## src/rtl/adler_pkg.sv

```systemverilog
// rtl/adler_pkg.sv - shared types and constants for the Adler-32 sequencer
//
// Purpose : FSM state type, default modulus and initial A value used by
//           adler_sequencer and mod_reduce.
// Ports   : none (package).

package adler_pkg;

  // Largest prime below 2^16; the standard Adler-32 modulus.
  localparam int unsigned ADLER_MOD_BASE = 65521;

  // Running sum A starts at 1 so that leading zero bytes still change B.
  localparam logic [15:0] ADLER_INIT_A = 16'd1;

  typedef enum logic [2:0] {
    ST_IDLE,
    ST_ACCEPT,
    ST_UPD_A,
    ST_UPD_B,
    ST_DONE
  } adler_state_t;

endpackage

```

## src/rtl/mod_reduce.sv

```systemverilog
// rtl/mod_reduce.sv - single conditional subtract modulo reduction
//
// Purpose : maps a 17-bit sum of two values below MOD_BASE (or a value
//           below MOD_BASE plus a byte) back into [0, MOD_BASE).
// Ports   : sum_in  [16:0] unreduced sum
//           sum_out [15:0] sum_in mod MOD_BASE

module mod_reduce
  import adler_pkg::*;
#(
  parameter int unsigned MOD_BASE = ADLER_MOD_BASE
) (
  input  logic [16:0] sum_in,
  output logic [15:0] sum_out
);

  localparam logic [16:0] MOD17 = 17'(MOD_BASE);

  // Both addends are below MOD_BASE, so the sum is below 2*MOD_BASE and one
  // subtraction always suffices. The result fits in 16 bits either way.
  always_comb begin
    if (sum_in >= MOD17) begin
      sum_out = 16'(sum_in - MOD17);
    end else begin
      sum_out = 16'(sum_in);
    end
  end

endmodule

```

## src/rtl/adler_sequencer.sv

```systemverilog
// rtl/adler_sequencer.sv - byte-serial Adler-32 checksum sequencer
//
// Purpose : accepts one message byte per handshake and folds it into the
//           running Adler sums A and B over two update cycles that share a
//           single modulo reducer. On the last byte the result is published
//           on checksum together with a one-cycle done pulse.
// Build   : define ADLER_BYTE_COUNT_EN to add the byte_count output.
// Ports   : clk        clock, rising edge
//           rst_n      asynchronous active-low reset
//           start      begin a new message (acted on only in IDLE)
//           data_valid data_in/last valid this cycle
//           data_in    [7:0] message byte
//           last       final byte of the message, qualified by data_valid
//           data_ready byte is accepted this cycle (ACCEPT only)
//           busy       high in every state except IDLE
//           done       one-cycle pulse when checksum is updated
//           checksum   [31:0] {B, A} of the last completed message
//           byte_count [31:0] bytes accepted since start (optional)

module adler_sequencer
  import adler_pkg::*;
#(
  parameter int unsigned MOD_BASE = ADLER_MOD_BASE
) (
  input  logic        clk,
  input  logic        rst_n,
  input  logic        start,
  input  logic        data_valid,
  input  logic [7:0]  data_in,
  input  logic        last,
  output logic        data_ready,
  output logic        busy,
  output logic        done,
`ifdef ADLER_BYTE_COUNT_EN
  output logic [31:0] byte_count,
`endif
  output logic [31:0] checksum
);

  adler_state_t state;
  logic [15:0]  sum_a;
  logic [15:0]  sum_b;
  logic [7:0]   byte_hold;
  logic         last_hold;

  logic [16:0]  red_in;
  logic [15:0]  red_out;

  // One reducer serves both update cycles: UPD_A folds the byte into A,
  // UPD_B folds the freshly updated A into B.
  always_comb begin
    red_in = {1'b0, sum_a} + {9'b0, byte_hold};
    if (state == ST_UPD_B) begin
      red_in = {1'b0, sum_b} + {1'b0, sum_a};
    end
  end

  mod_reduce #(
    .MOD_BASE (MOD_BASE)
  ) u_reduce (
    .sum_in  (red_in),
    .sum_out (red_out)
  );

  // data_ready, busy and done are registered alongside the state so they
  // always reflect the state being entered.
  always_ff @(posedge clk or negedge rst_n) begin
    if (!rst_n) begin
      state      <= ST_IDLE;
      sum_a      <= ADLER_INIT_A;
      sum_b      <= 16'd0;
      byte_hold  <= 8'd0;
      last_hold  <= 1'b0;
      checksum   <= 32'd0;
      done       <= 1'b0;
      busy       <= 1'b0;
      data_ready <= 1'b0;
    end else begin
      done <= 1'b0;
      case (state)
        ST_IDLE: begin
          if (start) begin
            sum_a      <= ADLER_INIT_A;
            sum_b      <= 16'd0;
            state      <= ST_ACCEPT;
            busy       <= 1'b1;
            data_ready <= 1'b1;
          end
        end
        ST_ACCEPT: begin
          if (data_valid) begin
            byte_hold  <= data_in;
            last_hold  <= last;
            state      <= ST_UPD_A;
            data_ready <= 1'b0;
          end
        end
        ST_UPD_A: begin
          sum_a <= red_out;
          state <= ST_UPD_B;
        end
        ST_UPD_B: begin
          sum_b <= red_out;
          if (last_hold) begin
            // Publish with the new B directly so checksum and done appear
            // together in the DONE cycle.
            checksum <= {red_out, sum_a};
            done     <= 1'b1;
            state    <= ST_DONE;
          end else begin
            data_ready <= 1'b1;
            state      <= ST_ACCEPT;
          end
        end
        ST_DONE: begin
          busy  <= 1'b0;
          state <= ST_IDLE;
        end
        default: begin
          busy       <= 1'b0;
          data_ready <= 1'b0;
          state      <= ST_IDLE;
        end
      endcase
    end
  end

`ifdef ADLER_BYTE_COUNT_EN
  always_ff @(posedge clk or negedge rst_n) begin
    if (!rst_n) begin
      byte_count <= 32'd0;
    end else if (state == ST_IDLE && start) begin
      byte_count <= 32'd0;
    end else if (state == ST_ACCEPT && data_valid) begin
      byte_count <= byte_count + 32'd1;
    end
  end
`endif

endmodule

```

## config.mk

```make
export PLATFORM = sky130hd
export DESIGN_NAME = adler_sequencer
export DESIGN_NICKNAME = d
export VERILOG_FILES = /design/src/rtl/adler_pkg.sv /design/src/rtl/mod_reduce.sv /design/src/rtl/adler_sequencer.sv
export SDC_FILE = /design/constraint.sdc
export NUM_CORES = 1
export LEC_CHECK = 0
export ABC_CLOCK_PERIOD_IN_PS = 6700
export BUFFER_PORTS_ARGS = -buffer_cell sky130_fd_sc_hd__buf_2
export CAP_MARGIN = 20
export CORE_MARGIN = 2
export CORE_UTILIZATION = 61
export CTS_BUF_LIST = sky130_fd_sc_hd__clkbuf_8
export DETAILED_ROUTE_END_ITERATION = 16
export PLACE_DENSITY = 0.91
export SLEW_MARGIN = 10
export SYNTH_ARGS = -nofsm -noshare
export SYNTH_HDL_FRONTEND = slang
export SYNTH_SLANG_ARGS = --single-unit
```

## constraint.sdc

```tcl
create_clock -name clk -period 6.7 [get_ports clk]
set_clock_uncertainty 0.15 [all_clocks]
set_input_delay 0.335 -clock clk [delete_from_list [all_inputs] [get_ports clk]]
set_output_delay 0.335 -clock clk [all_outputs]
set_load 0.005 [all_outputs]
```

## Yosys cells after proc, flatten, opt, wreduce, memory -nomap -nowiden

Index checks and enable logic that the tools add are counted.

| word-level totals | value |
|---|---|
| flip-flop bits (word level) | 79 |
| input port bits | 13 |
| output and inout port bits | 35 |

| cells by class | value |
|---|---|
| add/sub/neg operators | 3 |
| magnitude comparators | 1 |
| equal/unequal tests | 7 |
| multiplexer cells | 17 |
| bitwise logic cells | 2 |
| reduce and logical (&&, ||, !) cells | 12 |

Operator list:

| cell | number |
|---|---|
| 16-bit case mux with 2 select lines | 2 |
| 16-bit 2-to-1 mux | 3 |
| 16-bit by 16-bit adder with 17-bit output | 1 |
| 16-bit by 8-bit adder with 17-bit output | 1 |
| 17-bit by 16-bit greater-or-equal comparator with 1-bit output, second input constant | 1 |
| 17-bit 2-to-1 mux | 1 |
| 16-bit subtractor, second input constant | 1 |
| 3-bit case mux with 4 select lines | 1 |
| 2-bit AND reduction | 6 |
| 3-bit 2-to-1 mux | 3 |
| 3-bit by 2-bit equality test with 1-bit output, second input constant | 2 |
| 2-bit != test, second input constant | 3 |
| 1-bit 2-to-1 mux | 5 |
| 1-bit case mux with 4 select lines | 1 |
| 4-bit AND reduction | 1 |
| 2-bit nonzero test | 2 |
| 3-bit by 1-bit equality test with 1-bit output, second input constant | 1 |
| 3-bit equality test, second input constant | 1 |
| 3-bit logical NOT | 1 |
| 3-bit OR reduction | 1 |
| 1-bit inverter | 2 |
| 1-bit case mux with 2 select lines | 1 |
| 2-bit OR reduction | 1 |

## Longest topological paths before layout

Gate-level depths: netlist of run 1.

| depth | value |
|---|---|
| word-level depth | 5 |
| depth in mapped cells | 19 |
| mapped depth without buffers | 15 |

## Modules after synthesis

Synthesis of run 1 repeated with hierarchy kept, for this count alone.

| unflattened totals | value |
|---|---|
| cells, all modules | 369 |
| area total of the unflattened synthesis | 4,264.1 µm² |

By module, submodules not included:

| module | instances | cells an instance | area an instance (µm²) | sequential area each (µm²) |
|---|---|---|---|---|
| adler_sequencer | 1 | 319 | 3,882.5 | 1,978.1 |
| mod_reduce | 1 | 50 | 381.6 | 0.0 |

## Worst setup path before layout of run 1

No wires, ideal clock.

| timing path | value |
|---|---|
| path type | flip-flop to flip-flop |
| from | register state[2] |
| to | register sum_a[14] |
| arrival time | 4.334 ns |
| data required time | 6.417 ns |
| setup slack | 2.083 ns |
| stages on the path, launching flop included | 20 |
| clock period less this slack | 4.617 ns |
| path through | dfrtp_1 clkbuf_1 nand3b_1 clkbuf_1 buf_1 nand2_1 nand2_1 ha_1 inv_1 fa_1 nand3b_1 a21oi_2 o32ai_2 a21oi_2 xnor2_1 or4_4 o31a_1 buf_6 nor4_2 o31ai_1 |

| on the way | value |
|---|---|
| longest elaborated chain between the ends | 5 |

Ends and longest elaborated chain:

| element | line | text |
|---|---|---|
| from (decl) | adler_sequencer.sv:40 | `adler_state_t state;` |
| from (signal assigned) | adler_sequencer.sv:69 | `state <= ST_IDLE;` |
| from (signal assigned) | adler_sequencer.sv:85 | `state <= ST_ACCEPT;` |
| from (signal assigned) | adler_sequencer.sv:94 | `state <= ST_UPD_A;` |
| 3-bit by 2-bit equality test with 1-bit output | adler_sequencer.sv:53 | `if (state == ST_UPD_B) begin` |
| 17-bit 2-to-1 mux | adler_sequencer.sv:53 |  |
| 16-bit subtractor or 17-bit by 16-bit greater-or-equal comparator with 1-bit output (tied branches) | mod_reduce.sv:23, mod_reduce.sv:22 |  |
| 16-bit 2-to-1 mux | mod_reduce.sv:22 | `if (sum_in >= MOD17) begin` |
| 16-bit case mux with 2 select lines | adler_sequencer.sv:80 | `case (state)` |
| to (signal assigned) | adler_sequencer.sv:99 | `sum_a <= red_out;` |
| to (decl) | adler_sequencer.sv:41 | `logic [15:0] sum_a;` |

Several ways; a longest one is shown, not always the timed one.
A chain may end at the register's enable or synchronous reset.

## Worst setup path in the final report of run 1

| timing path | value |
|---|---|
| from | register state[1] |
| to | register sum_b[12] |

| on the way | value |
|---|---|
| longest elaborated chain between the ends | 5 |

Ends and longest elaborated chain:

| element | line | text |
|---|---|---|
| 3-bit by 2-bit equality test with 1-bit output | adler_sequencer.sv:53, adler_sequencer.sv:80 |  |
| 17-bit 2-to-1 mux | adler_sequencer.sv:53 |  |
| 16-bit subtractor or 17-bit by 16-bit greater-or-equal comparator with 1-bit output (tied branches) | mod_reduce.sv:23, mod_reduce.sv:22 |  |
| 16-bit 2-to-1 mux | mod_reduce.sv:22 |  |
| 16-bit case mux with 2 select lines | adler_sequencer.sv:80 |  |
| to (signal assigned) | adler_sequencer.sv:103 | `sum_b <= red_out;` |
| to (decl) | adler_sequencer.sv:42 | `logic [15:0] sum_b;` |

Several ways; a longest one is shown, not always the timed one.

==> results_tabular.tex, run 1 <==
\begin{tabular}{lr}
\hline
Metric & Value \\
\hline
\multicolumn{2}{l}{\textbf{Clocking}} \\
Register clock-pin slew on the reported worst setup and hold paths & 0.08 ns \\
Cells resized by post-CTS repair & 0 \\
Deepest level of the CTS H-tree & 3 \\
Clock latency at the later pin of the worst-skew pair & 0.37 ns \\
Num CTS Buffers & 9 \\
Number of clock sinks & 79 \\
CTS Root Cell & sky130\_fd\_sc\_hd\_\_clkbuf\_8 \\
Worst-case clock buffer depth & 2 \\
TritonCTS clock tree & done \\
\multicolumn{2}{l}{\textbf{Job}} \\
Number of maximum-capacitance violations & 0 \\
\multicolumn{2}{l}{\textbf{Setup path}} \\
Most frequent cell on the critical path & sky130\_fd\_sc\_hd\_\_nand2\_1 \\
Maximum fanout count along the critical path & 27 \\
Crit path cell chain & and3b\_1, nand2\_1, nand2\_1, ha\_1, inv\_1, fa\_1, nand3b\_1, nand2\_1, xor2\_1, nand4\_1, or2\_2, nand3b\_1, nor4\_1, a21oi\_1, o31ai\_1 \\
Buffering stage count on the worst path with inverters included & 1 \\
Highest-delay cell along the critical path & sky130\_fd\_sc\_hd\_\_and3b\_1 \\
Element type at the critical path start & flip-flop \\
Arrival time reported for the critical path endpoint & 5.84 ns \\
Category of the most critical setup path & reg2reg \\
CP delay by family, top & simple AND/OR/NAND/NOR gates \\
Slowest stage delay, CP & 0.91 ns \\
Data required time of the critical path & 6.78 ns \\
Capturing element type of the critical path & flip-flop \\
\multicolumn{2}{l}{\textbf{Floorplanning}} \\
Core Footprint & 7610 µm² \\
Die Width & 91.9 µm \\
\# rows & 32 \\
Die outline area & 8450 µm² \\
Chip height & 91.9 µm \\
Initial cell density of the core & 62.0\% \\
IO Pins & 48 \\
\multicolumn{2}{l}{\textbf{Power}} \\
Reported leakage power & 2.56 nW \\
Pwr per Cell Area & 552 nW/µm² \\
Combinational share of power & 56.0\% \\
Max IR drop VDD & 0.384 mV \\
Internal power & 1.56 mW \\
Sw Share & 46.5\% \\
Reported net switching power & 1.36 mW \\
Part of the total power dissipated in the clock network & 16.0\% \\
Share of power burned in registers & 28.0\% \\
\multicolumn{2}{l}{\textbf{Outcome}} \\
Status & complete, no violations \\
\multicolumn{2}{l}{\textbf{STA}} \\
Crit path time final & 5.75 ns \\
Worst rel slew slack & 30.4\% \\
Max Fclk & 174 MHz \\
Hold Fails Final Rpt & 0 \\
Number of pins exceeding their max-slew limit in the final report & 0 \\
Total Negative Setup Slacks & 0 ns \\
Number of failing setup endpoints in the final timing report & 0 \\
Share of the clock period used by the worst path & 85.9\% \\
Setup repair after global routing missed its margin & false \\
Transition at the pin with the smallest max-transition slack & 1.04 ns \\
\multicolumn{2}{l}{\textbf{Final layout}} \\
Post-Layout Cell Count & 670 \\
Post-route core utilization & 69.5\% \\
Signed area change from the synthesized netlist to the final layout & 12.2\% \\
Proportion of layout cells with a drive suffix above 1 & 16.9\% \\
Diode count & 0 \\
Final net count & 596 \\
\multicolumn{2}{l}{\textbf{Global routing}} \\
Gr ovfl total & 0 \\
Global-route wire length before repair & 20,200 µm \\
Number of antenna violations at the first check in global routing & 0 \\
Largest net degree at the start of global routing & 80 \\
Overall Global Routing Usage & 30.1\% \\
Vias in the first global route & 4,316 \\
\multicolumn{2}{l}{\textbf{Drt}} \\
Total via count in the routed design & 4,306 \\
Total Wirelength & 12,200 µm \\
Number of iterations in the first detailed-routing pass & 6 \\
DRC violation count after routing & 0 \\
DR vias/cell & 6.43 \\
DRC violation total after the first TritonRoute iteration & 406 \\
Antenna-violating nets left & 0 \\
Routed length per instance & 18.1 µm \\
\multicolumn{2}{l}{\textbf{Placed design}} \\
Final weighted congestion in routability-driven placement & 0.951 \\
Port buffer count & 47 \\
Total half-perimeter wirelength after legalization and detailed placement & 8130 µm \\
Post-Place Cells & 652 \\
\multicolumn{2}{l}{\textbf{Worst hold path}} \\
Classification of the worst-slack hold path & in2reg \\
\multicolumn{2}{l}{\textbf{Synth}} \\
Total of warnings raised by yosys & 0 \\
Netlist area before placement & 4710 µm² \\
Post-synthesis sequential element count & 79 \\
Top-area cell type share of the netlist area & 41.4\% \\
Synth unique cells & 61 \\
Dominant synthesized flop cell & sky130\_fd\_sc\_hd\_\_dfrtp\_1 \\
Async set or reset register ratio after synthesis & 100\% \\
Net count of the mapped netlist & 560 \\
Syn Inst Count & 527 \\
Proportion of synthesized chip area in sequential cells & 42.0\% \\
Most common cell in the synthesized netlist & sky130\_fd\_sc\_hd\_\_nand2\_1 \\
Number of enable-type register cells in the synthesized netlist & 0 \\
Dominant cells by area after synthesis & sky130\_fd\_sc\_hd\_\_dfrtp\_1, sky130\_fd\_sc\_hd\_\_nand2\_1, sky130\_fd\_sc\_hd\_\_ha\_1 \\
Commonest cells post-synth & sky130\_fd\_sc\_hd\_\_nand2\_1, sky130\_fd\_sc\_hd\_\_dfrtp\_1, sky130\_fd\_sc\_hd\_\_o21ai\_0, sky130\_fd\_sc\_hd\_\_nor2\_1 \\
Post-synthesis cell type with the largest combined area & sky130\_fd\_sc\_hd\_\_dfrtp\_1 \\
Average cell area after synthesis & 8.94 µm² \\
\hline
\end{tabular}
-- worst paths after layout --
kind | startpoint | cells past startpoint | endpoint | slack [ns]
min in group asynchronous | rst_n | 2 | checksum[12] | 0.21
max in group asynchronous | rst_n | 3 | sum_a[0] | 5.58
min | data_in[1] | 2 | byte_hold[1] | 0.05
max reg2reg | state[1] | 15 | sum_b[12] | 0.95
min reg2reg | checksum[9] | 2 | checksum[9] | 0.33
max | state[1] | 15 | sum_b[12] | 0.95
-- final cells by class --
cell class,count,area [µm²]
Multi-Input combinational cell,410,2580
Sequential cell,79,1980
Inverter,11,41.3
Timing Repair Buffer,52,298
Clock inverter,7,138
Clock buffer,9,124
Fill cell,587,2320
Tap cell,102,128
-- power groups by stage --
stage,Clock [mW],Sequential [mW],Combinational (mW)
after floorplan,0,0.784,1.17
after global placement,0,0.812,1.50
after detailed placement,0,0.821,1.57
after CTS,0.467,0.813,1.60
after global routing,0.485,0.840,1.80
final,0.466,0.817,1.63
-- state kept, by name, indices dropped and copies added (netlist names) --
name	cells
done	1
data_ready	1
last_hold	1
busy	1
sum_a	16
state	3
sum_b	16
byte_hold	8
checksum	32
-- per-stage QoR --
stage          hold slack [ns]  area, µm²  setup WS (ns)  power [mW]
6_report                0.0530       5290          0.947        2.92
5_1_grt                 0.0541       5290          0.794        3.12
4_1_cts                0.00610       5250           1.17        2.88
3_5_place_dp             0.309       4990           1.37        2.39
3_3_place_gp             0.306       4990           1.62        2.31
2_1_floorplan           -0.111       4710           2.08        1.96
-- metal layers --
metal  share of wire (%)  global-route usage (%)  vias to the layer above
met4                 3.4                    17.3                        0
met2                  49                    48.8                      222
met5                   0                       0                        -
met3                 7.4                    6.33                       42
li1                    -                       -                     1958
met1                  40                    37.4                     2084
-- kinds of logic (layout without fill, tap and decap cells) --
| group | Yosys count | after routing | share of synthesized area, % |
|---|---|---|---|
| simple gates | 233 | 233 | 23.4 |
| compound gates | 120 | 120 | 18.0 |
| mux | 22 | 22 | 5.04 |
| fa+ha+maj | 20 | 20 | 5.47 |
| xor+xnor | 15 | 15 | 2.79 |
| buf+inv | 38 | 79 | 3.29 |
| flops | 79 | 79 | 42.0 |
-- repair_timing --
| item | CTS | global route |
|---|---|---|
| hold buffers | 0 | 1 |
| hold endpoints to repair | 0 | 15 |
| setup buffers | 0 | 0 |
-- cells in the final DEF (no fill, tap or decap), drive strengths merged, types with 5 or more instances in the layout --
cell type / Yosys / layout
a21oi: 20 / 20
ha: 19 / 19
xor2: 8 / 8
xnor2: 7 / 7
nor2: 23 / 23
clkbuf: 20 / 9
o31ai: 8 / 8
a22o: 5 / 5
nand4: 11 / 11
inv: 11 / 12
o211ai: 7 / 7
mux2i: 8 / 8
nand3: 12 / 12
mux2: 14 / 14
buf: 7 / 51
o31a: 5 / 5
nand2: 120 / 120
o21ai: 34 / 34
and2: 12 / 12
o21a: 5 / 5
or4: 6 / 6
nor3: 17 / 17
a21o: 6 / 6
nand2b: 7 / 7
dfrtp: 78 / 78
Note: power is estimated with default switching activity, not from simulation.
==> inputs of run 2 (changes only) <==
Settings changed: ABC_CLOCK_PERIOD_IN_PS 6700 to 6300.
Clock period 6.7 ns to 6.3 ns, I/O delays scaled along.
==> run 2 against run 1 <==
Net effect:
- clock power decreased by 26%
- sequential share of layout area is 0.77 points higher
- cell count did not move
- die area stayed put
- combinational power up 4%
- cell area decreased by 2.0%
- hold slack lost 0.028 ns
- non-clock buffer count is the same
- critical path depth shrank 2
- register-to-register slack worse by 0.07 ns
- global-route usage fell by 1.4 points
- sequential power is 6.2% higher
- highest routed layer unchanged
==> results_tabular.tex, run 2 (same netlist as run 1, synthesis figures left out) <==
\begin{tabular}{lr}
\hline
Metric & Value \\
\hline
\multicolumn{2}{l}{\textbf{Outcome}} \\
Status & complete, no violations \\
\multicolumn{2}{l}{\textbf{Final layout}} \\
Most common cell after layout, fill and taps aside & sky130\_fd\_sc\_hd\_\_nand2\_1 \\
Diode count & 0 (unchanged) \\
Number of flip-flops in the largest register & 32 (unchanged) \\
Final net count & 596 (unchanged) \\
Post-Layout Cell Count & 670 (unchanged) \\
Signed area change from the synthesized netlist to the final layout & 9.90\% \\
Post-route core utilization & 68.1\% (-1.4 points) \\
Leading cell types in the layout, fill and taps excluded & sky130\_fd\_sc\_hd\_\_nand2\_1, sky130\_fd\_sc\_hd\_\_dfrtp\_1, sky130\_fd\_sc\_hd\_\_buf\_2, sky130\_fd\_sc\_hd\_\_o21ai\_0, sky130\_fd\_sc\_hd\_\_nor2\_1 \\
Biggest register & checksum \\
Total non-filler cell area in the finished layout & 5180 µm² (-2.0\%) \\
Layout filler cell count & 595 (+1.4\%) \\
Proportion of layout cells with a drive suffix above 1 & 16.9\% (unchanged) \\
Largest regs & checksum (32), sum\_a (16), sum\_b (16) \\
\multicolumn{2}{l}{\textbf{Power}} \\
Max IR drop VDD & 0.448 mV (+17\%) \\
Pwr per Cell Area & 561 nW/µm² (+1.6\%) \\
Power consumption & 2.90 mW (-0.47\%) \\
Reported leakage power & 2.51 nW (-2.1\%) \\
\multicolumn{2}{l}{\textbf{Drt}} \\
Antenna-violating nets left & 0 (unchanged) \\
Total via count in the routed design & 4,167 (-3.2\%) \\
Number of iterations in the first detailed-routing pass & 5 (-1) \\
DRC violation total after the first TritonRoute iteration & 359 (-12\%) \\
DR vias/cell & 6.22 (-3.2\%) \\
Routed length per instance & 17.3 µm (-4.5\%) \\
DRC violation count after routing & 0 (unchanged) \\
Total Wirelength & 11,600 µm (-4.5\%) \\
\multicolumn{2}{l}{\textbf{Floorplanning}} \\
Chip height & 91.9 µm (unchanged) \\
IO Pins & 48 (unchanged) \\
Die Width & 91.9 µm (unchanged) \\
\# rows & 32 (unchanged) \\
Initial cell density of the core & 62.0\% (unchanged) \\
Core Footprint & 7610 µm² (unchanged) \\
Die outline area & 8450 µm² (unchanged) \\
\multicolumn{2}{l}{\textbf{Setup path}} \\
Element type at the critical path start & flip-flop \\
Maximum fanout count along the critical path & 25 (-7.4\%) \\
Crit path to & sum\_b[14] \\
Startpoint of the most critical setup path & state[1] \\
Number of cells on the worst reg-to-reg path & 13 (-2) \\
Category of the most critical setup path & reg2reg \\
R2R Setup Slk & 0.88 ns (-0.07 ns) \\
Reg-to-reg startpoint & state[1] \\
Arrival time reported for the critical path endpoint & 5.52 ns (-0.32 ns) \\
Capturing element type of the critical path & flip-flop \\
Data required time of the critical path & 6.40 ns (-0.38 ns) \\
Worst flop-to-flop path endpoint & sum\_b[14] \\
\multicolumn{2}{l}{\textbf{STA}} \\
Number of failing setup endpoints in the final timing report & 0 (unchanged) \\
Min setup slack post-route & 0.877 ns (-0.0699 ns) \\
Share of the clock period used by the worst path & 86.1\% (+0.21 points) \\
Worst rel slew slack & 34.8\% (+4.4 points) \\
Crit path time final & 5.42 ns (-0.330 ns) \\
Max Fclk & 184 MHz (+6.1\%) \\
Hold Fails Final Rpt & 0 (unchanged) \\
Number of pins exceeding their max-slew limit in the final report & 0 (unchanged) \\
Setup repair after global routing missed its margin & false \\
Total Negative Setup Slacks & 0 ns (unchanged) \\
Final hold slack & 0.0250 ns (-0.0280 ns) \\
Transition at the pin with the smallest max-transition slack & 0.978 ns (-0.0666 ns) \\
\multicolumn{2}{l}{\textbf{Clocking}} \\
Number of clock sinks & 79 (unchanged) \\
CTS Root Cell & sky130\_fd\_sc\_hd\_\_clkbuf\_8 \\
TritonCTS clock tree & done \\
Clock latency at the later pin of the worst-skew pair & 0.37 ns (about the same) \\
Num CTS Buffers & 9 (unchanged) \\
Register clock-pin slew on the reported worst setup and hold paths & 0.08 ns (about the same) \\
Deepest level of the CTS H-tree & 3 (unchanged) \\
Worst-case clock buffer depth & 2 (unchanged) \\
\multicolumn{2}{l}{\textbf{Global routing}} \\
Global-route wire length before repair & 19,200 µm (-4.6\%) \\
Vias in the first global route & 4,029 (-6.6\%) \\
Gr ovfl total & 0 (unchanged) \\
Number of antenna violations at the first check in global routing & 0 (unchanged) \\
Largest net degree at the start of global routing & 80 (unchanged) \\
Overall Global Routing Usage & 28.7\% (-1.4 points) \\
\multicolumn{2}{l}{\textbf{Placed design}} \\
Final weighted congestion in routability-driven placement & 0.960 (+0.85\%) \\
Port buffer count & 47 (unchanged) \\
Post-Place Cells & 653 (+0.15\%) \\
Placement Cell Area & 4990 µm² (+0.15\%) \\
Total half-perimeter wirelength after legalization and detailed placement & 8090 µm (-0.46\%) \\
Placement-stage worst setup slack & 1.08 ns (-0.295 ns) \\
\multicolumn{2}{l}{\textbf{Worst hold path}} \\
Classification of the worst-slack hold path & in2reg \\
\multicolumn{2}{l}{\textbf{Job}} \\
Number of maximum-capacitance violations & 0 (unchanged) \\
\hline
\end{tabular}
==> run 2: area by class of cell <==
class / instances / area [µm²] / area share (%)
Inverter: 11 / 41.3 / 0.797
Tap cell: 102 / 128 / 2.46
Multi-Input combinational cell: 410 / 2580 / 49.8
Clock buffer: 10 / 138 / 2.66
Sequential cell: 79 / 1980 / 38.2
Timing Repair Buffer: 52 / 278 / 5.36
Clock inverter: 6 / 37.5 / 0.725
==> run 2: how the worst min path moves through the flow <==
stage | startpoint | to | slack [ns] | cells past startpoint
global placement | checksum[12] | checksum[12] | 0.30 | 2
finish | data_in[2] | byte_hold[2] | 0.03 | 2
detailed placement | checksum[14] | checksum[14] | 0.31 | 2
global route | data_in[1] | byte_hold[1] | 0.02 | 2
floorplan | rst_n | busy | -0.13 | 0
CTS | data_in[2] | byte_hold[2] | 0.03 | 2
==> run 2: layer usage <==
| layer | track usage [%] | vias up | routed length, µm |
|---|---|---|---|
| met2 | 46.6 | 182 | 5650 |
| met3 | 5.01 | 27 | 670 |
| li1 | - | 1961 | - |
| met5 | 0 | - | 0 |
| met1 | 37.5 | 1997 | 4940 |
| met4 | 13.8 | 0 | 334 |
==> run 2: power by group <==
group	switching, mW	internal, mW
combinational	1.06	0.636
sequential	0.147	0.720
clock	0.192	0.152
==> run 2: repair_timing <==
action / CTS / global route
hold buffers: 1 / 0
hold endpoints to repair: 2 / 0
gates resized for setup: 0 / 0
buffers inserted: 0 / 0
==> run 2: critical path, stage by stage, from the launching register on <==
cell and delay (ns):
sky130_fd_sc_hd__dfrtp_1 0.55, sky130_fd_sc_hd__nand3b_1 0.72, sky130_fd_sc_hd__nand2_1 0.28, sky130_fd_sc_hd__nand2_1 0.08, sky130_fd_sc_hd__ha_1 0.38, sky130_fd_sc_hd__a21oi_2 0.24
sky130_fd_sc_hd__o21ai_1 0.11, sky130_fd_sc_hd__o32ai_2 0.47, sky130_fd_sc_hd__xor2_1 0.27, sky130_fd_sc_hd__nor3_2 0.46, sky130_fd_sc_hd__nand3_1 0.26, sky130_fd_sc_hd__o31a_1 0.61
sky130_fd_sc_hd__o31a_1 0.44, sky130_fd_sc_hd__o31ai_1 0.27
==> inputs of run 3 (changes only) <==
Settings changed: CORE_MARGIN 2 to 3, PLACE_DENSITY 0.91 to 0.8.
==> run 3 against run 2 <==
Net effect:
- power grew 1.9%
- non-clock buffer count grew 2
- critical path type unchanged
- largest cell class unchanged
- core utilization grew 2.7 points
- sequential power shrank 0.8%
- highest routed layer unchanged
==> results_tabular.tex, run 3 (same netlist as run 1, synthesis figures left out) <==
\begin{tabular}{lr}
\hline
Metric & Value \\
\hline
\multicolumn{2}{l}{\textbf{STA}} \\
Transition at the pin with the smallest max-transition slack & 1.00 ns (+0.0239 ns) \\
Share of the clock period used by the worst path & 85.4\% (-0.71 points) \\
Setup repair after global routing missed its margin & false \\
Crit path time final & 5.38 ns (-0.0448 ns) \\
Hold Fails Final Rpt & 0 (unchanged) \\
Number of failing setup endpoints in the final timing report & 0 (unchanged) \\
Final hold slack & 0.0329 ns (+0.00785 ns) \\
Total Negative Setup Slacks & 0 ns (unchanged) \\
Min setup slack post-route & 0.922 ns (+0.0448 ns) \\
Number of pins exceeding their max-slew limit in the final report & 0 (unchanged) \\
Max Fclk & 186 MHz (+0.83\%) \\
Worst rel slew slack & 33.0\% (-1.8 points) \\
\multicolumn{2}{l}{\textbf{Floorplanning}} \\
\# rows & 31 (-3.1\%) \\
Chip height & 93.9 µm (+2.2\%) \\
IO Pins & 48 (unchanged) \\
Initial cell density of the core & 64.0\% (+2.0 points) \\
Die Width & 93.9 µm (+2.2\%) \\
Core Footprint & 7370 µm² (-3.1\%) \\
Die outline area & 8820 µm² (+4.4\%) \\
\multicolumn{2}{l}{\textbf{Clocking}} \\
Number of clock sinks & 79 (unchanged) \\
Total setup buffers inserted after CTS & 0 (unchanged) \\
Register clock-pin slew on the reported worst setup and hold paths & 0.08 ns (about the same) \\
Deepest level of the CTS H-tree & 3 (unchanged) \\
TritonCTS clock tree & done \\
Clock latency at the later pin of the worst-skew pair & 0.36 ns (about the same) \\
CTS Root Cell & sky130\_fd\_sc\_hd\_\_clkbuf\_8 \\
Worst-case clock buffer depth & 2 (unchanged) \\
Num CTS Buffers & 9 (unchanged) \\
\multicolumn{2}{l}{\textbf{Final layout}} \\
Proportion of layout cells with a drive suffix above 1 & 17.2\% (+0.29 points) \\
Leading cell types in the layout, fill and taps excluded & sky130\_fd\_sc\_hd\_\_nand2\_1, sky130\_fd\_sc\_hd\_\_dfrtp\_1, sky130\_fd\_sc\_hd\_\_buf\_2, sky130\_fd\_sc\_hd\_\_o21ai\_0, sky130\_fd\_sc\_hd\_\_nor2\_1 \\
Number of flip-flops in the largest register & 32 (unchanged) \\
Largest regs & checksum (32), sum\_a (16), sum\_b (16) \\
Final net count & 598 (+0.34\%) \\
Signed area change from the synthesized netlist to the final layout & 10.6\% \\
Biggest register & checksum \\
Post-Layout Cell Count & 669 (-0.15\%) \\
Most common cell after layout, fill and taps aside & sky130\_fd\_sc\_hd\_\_nand2\_1 \\
Diode count & 0 (unchanged) \\
\multicolumn{2}{l}{\textbf{Power}} \\
Internal power & 1.56 mW (+3.2\%) \\
Combinational share of power & 58.1\% (-0.2 points) \\
Max IR drop VDD & 0.388 mV (-14\%) \\
Reported leakage power & 2.53 nW (+0.67\%) \\
Sw Share & 47.4\% (-0.68 points) \\
Share of power burned in registers & 29.1\% (-0.8 points) \\
Pwr per Cell Area & 567 nW/µm² (+1.2\%) \\
Part of the total power dissipated in the clock network & 12.8\% (+1.0 points) \\
Reported net switching power & 1.40 mW (+0.47\%) \\
\multicolumn{2}{l}{\textbf{Drt}} \\
Total Wirelength & 11,400 µm (-2.0\%) \\
Number of iterations in the first detailed-routing pass & 4 (-1) \\
DRC violation count after routing & 0 (unchanged) \\
Total via count in the routed design & 4,078 (-2.1\%) \\
Antenna-violating nets left & 0 (unchanged) \\
DR vias/cell & 6.10 (-2.0\%) \\
DRC violation total after the first TritonRoute iteration & 229 (-36\%) \\
Routed length per instance & 17.0 µm (-1.8\%) \\
\multicolumn{2}{l}{\textbf{Setup path}} \\
Highest-delay cell along the critical path & sky130\_fd\_sc\_hd\_\_nand3b\_1 \\
Data required time of the critical path & 6.40 ns (about the same) \\
Arrival time reported for the critical path endpoint & 5.48 ns (-0.04 ns) \\
Buffering stage count on the worst path with inverters included & 1 (+1) \\
Category of the most critical setup path & reg2reg \\
Maximum fanout count along the critical path & 25 (unchanged) \\
Element type at the critical path start & flip-flop \\
Slowest stage delay, CP & 0.75 ns (+0.03 ns) \\
Crit path cell chain & nand3b\_1, nand2\_1, nand2\_1, ha\_1, inv\_1, fa\_1, nand3b\_1, a21oi\_2, o32ai\_2, xor2\_1, nor3\_2, nand3\_1, o31a\_1, o31a\_1, mux2\_2 \\
Capturing element type of the critical path & flip-flop \\
CP delay by family, top & simple AND/OR/NAND/NOR gates \\
\multicolumn{2}{l}{\textbf{Global routing}} \\
Overall Global Routing Usage & 27.6\% (-1.1 points) \\
Gr ovfl total & 0 (unchanged) \\
Global-route wire length before repair & 19,000 µm (-1.3\%) \\
Vias in the first global route & 3,945 (-2.1\%) \\
Number of antenna violations at the first check in global routing & 0 (unchanged) \\
Largest net degree at the start of global routing & 80 (unchanged) \\
\multicolumn{2}{l}{\textbf{Placed design}} \\
Post-Place Cells & 652 (-0.15\%) \\
Port buffer count & 47 (unchanged) \\
Total half-perimeter wirelength after legalization and detailed placement & 8080 µm (-0.18\%) \\
Final weighted congestion in routability-driven placement & 0.931 (-3.0\%) \\
Placement-stage worst setup slack & 0.984 ns (-0.0906 ns) \\
\multicolumn{2}{l}{\textbf{Outcome}} \\
Status & complete, no violations \\
\multicolumn{2}{l}{\textbf{Worst hold path}} \\
Classification of the worst-slack hold path & in2reg \\
\multicolumn{2}{l}{\textbf{Job}} \\
Number of maximum-capacitance violations & 0 (unchanged) \\
\hline
\end{tabular}
run 3: power groups by stage:
| stage | registers [mW] | clock network (mW) | logic, mW |
|---|---|---|---|
| after floorplan | 0.834 | 0 | 1.25 |
| after global placement | 0.863 | 0 | 1.63 |
| after detailed placement | 0.869 | 0 | 1.68 |
| after CTS | 0.860 | 0.386 | 1.70 |
| after global routing | 0.887 | 0.405 | 1.91 |
| final | 0.861 | 0.378 | 1.72 |
run 3: through the flow:
stage | utilization (%) | area (µm²) | power [mW]
floorplan | - | 4710 | 2.08
global placement | 67.9 | 5010 | 2.49
detailed placement | 67.9 | 5010 | 2.55
CTS | 70.8 | 5220 | 2.95
global route | 70.8 | 5220 | 3.20
finish | 70.8 | 5220 | 2.96
run 3: worst paths after layout:
path,start,endpoint,slack (ns),depth (start not counted)
max,state[1],checksum[25],0.92,15
min,data_in[5],byte_hold[5],0.03,2
max reg2reg,state[1],checksum[25],0.92,15
min reg2reg,checksum[4],checksum[4],0.32,2
max in group asynchronous,rst_n,sum_b[12],4.85,2
min in group asynchronous,rst_n,done,0.49,2
run 3: worst register-to-register path, cell delays in order (launching register included):
cell                       delay (ns)
sky130_fd_sc_hd__dfrtp_1         0.53
sky130_fd_sc_hd__nand3b_1        0.75
sky130_fd_sc_hd__nand2_1         0.27
sky130_fd_sc_hd__nand2_1         0.08
sky130_fd_sc_hd__ha_1            0.19
sky130_fd_sc_hd__inv_1           0.08
sky130_fd_sc_hd__fa_1            0.20
sky130_fd_sc_hd__nand3b_1        0.14
sky130_fd_sc_hd__a21oi_2         0.08
sky130_fd_sc_hd__o32ai_2         0.45
sky130_fd_sc_hd__xor2_1          0.25
sky130_fd_sc_hd__nor3_2          0.46
sky130_fd_sc_hd__nand3_1         0.27
sky130_fd_sc_hd__o31a_1          0.64
sky130_fd_sc_hd__o31a_1          0.44
sky130_fd_sc_hd__mux2_2          0.27
run 3: final cells by class:
class | instances | area (µm²)
tap | 99 | 124
clock inverter | 6 | 61.3
inverter | 11 | 41.3
multi-input combinational | 410 | 2580
timing repair buffer | 54 | 293
clock buffer | 10 | 138
sequential | 79 | 1980
fill | 612 | 2150
run 3: what timing repair did:
action | CTS | global route
hold buffers | 1 | 0
gates resized for setup | 0 | 0
hold endpoints to repair | 3 | 0
run 3: per-layer routing:
layer / wire length, µm / vias up / global-route usage, % / share of wire (%)
met1: 5100 / 1973 / 36.8 / 45
met4: 201 / 0 / 9.75 / 1.8
met3: 516 / 19 / 4.33 / 4.5
li1: - / 1966 / - / -
met2: 5560 / 120 / 45.8 / 49
met5: 0 / - / 0 / 0
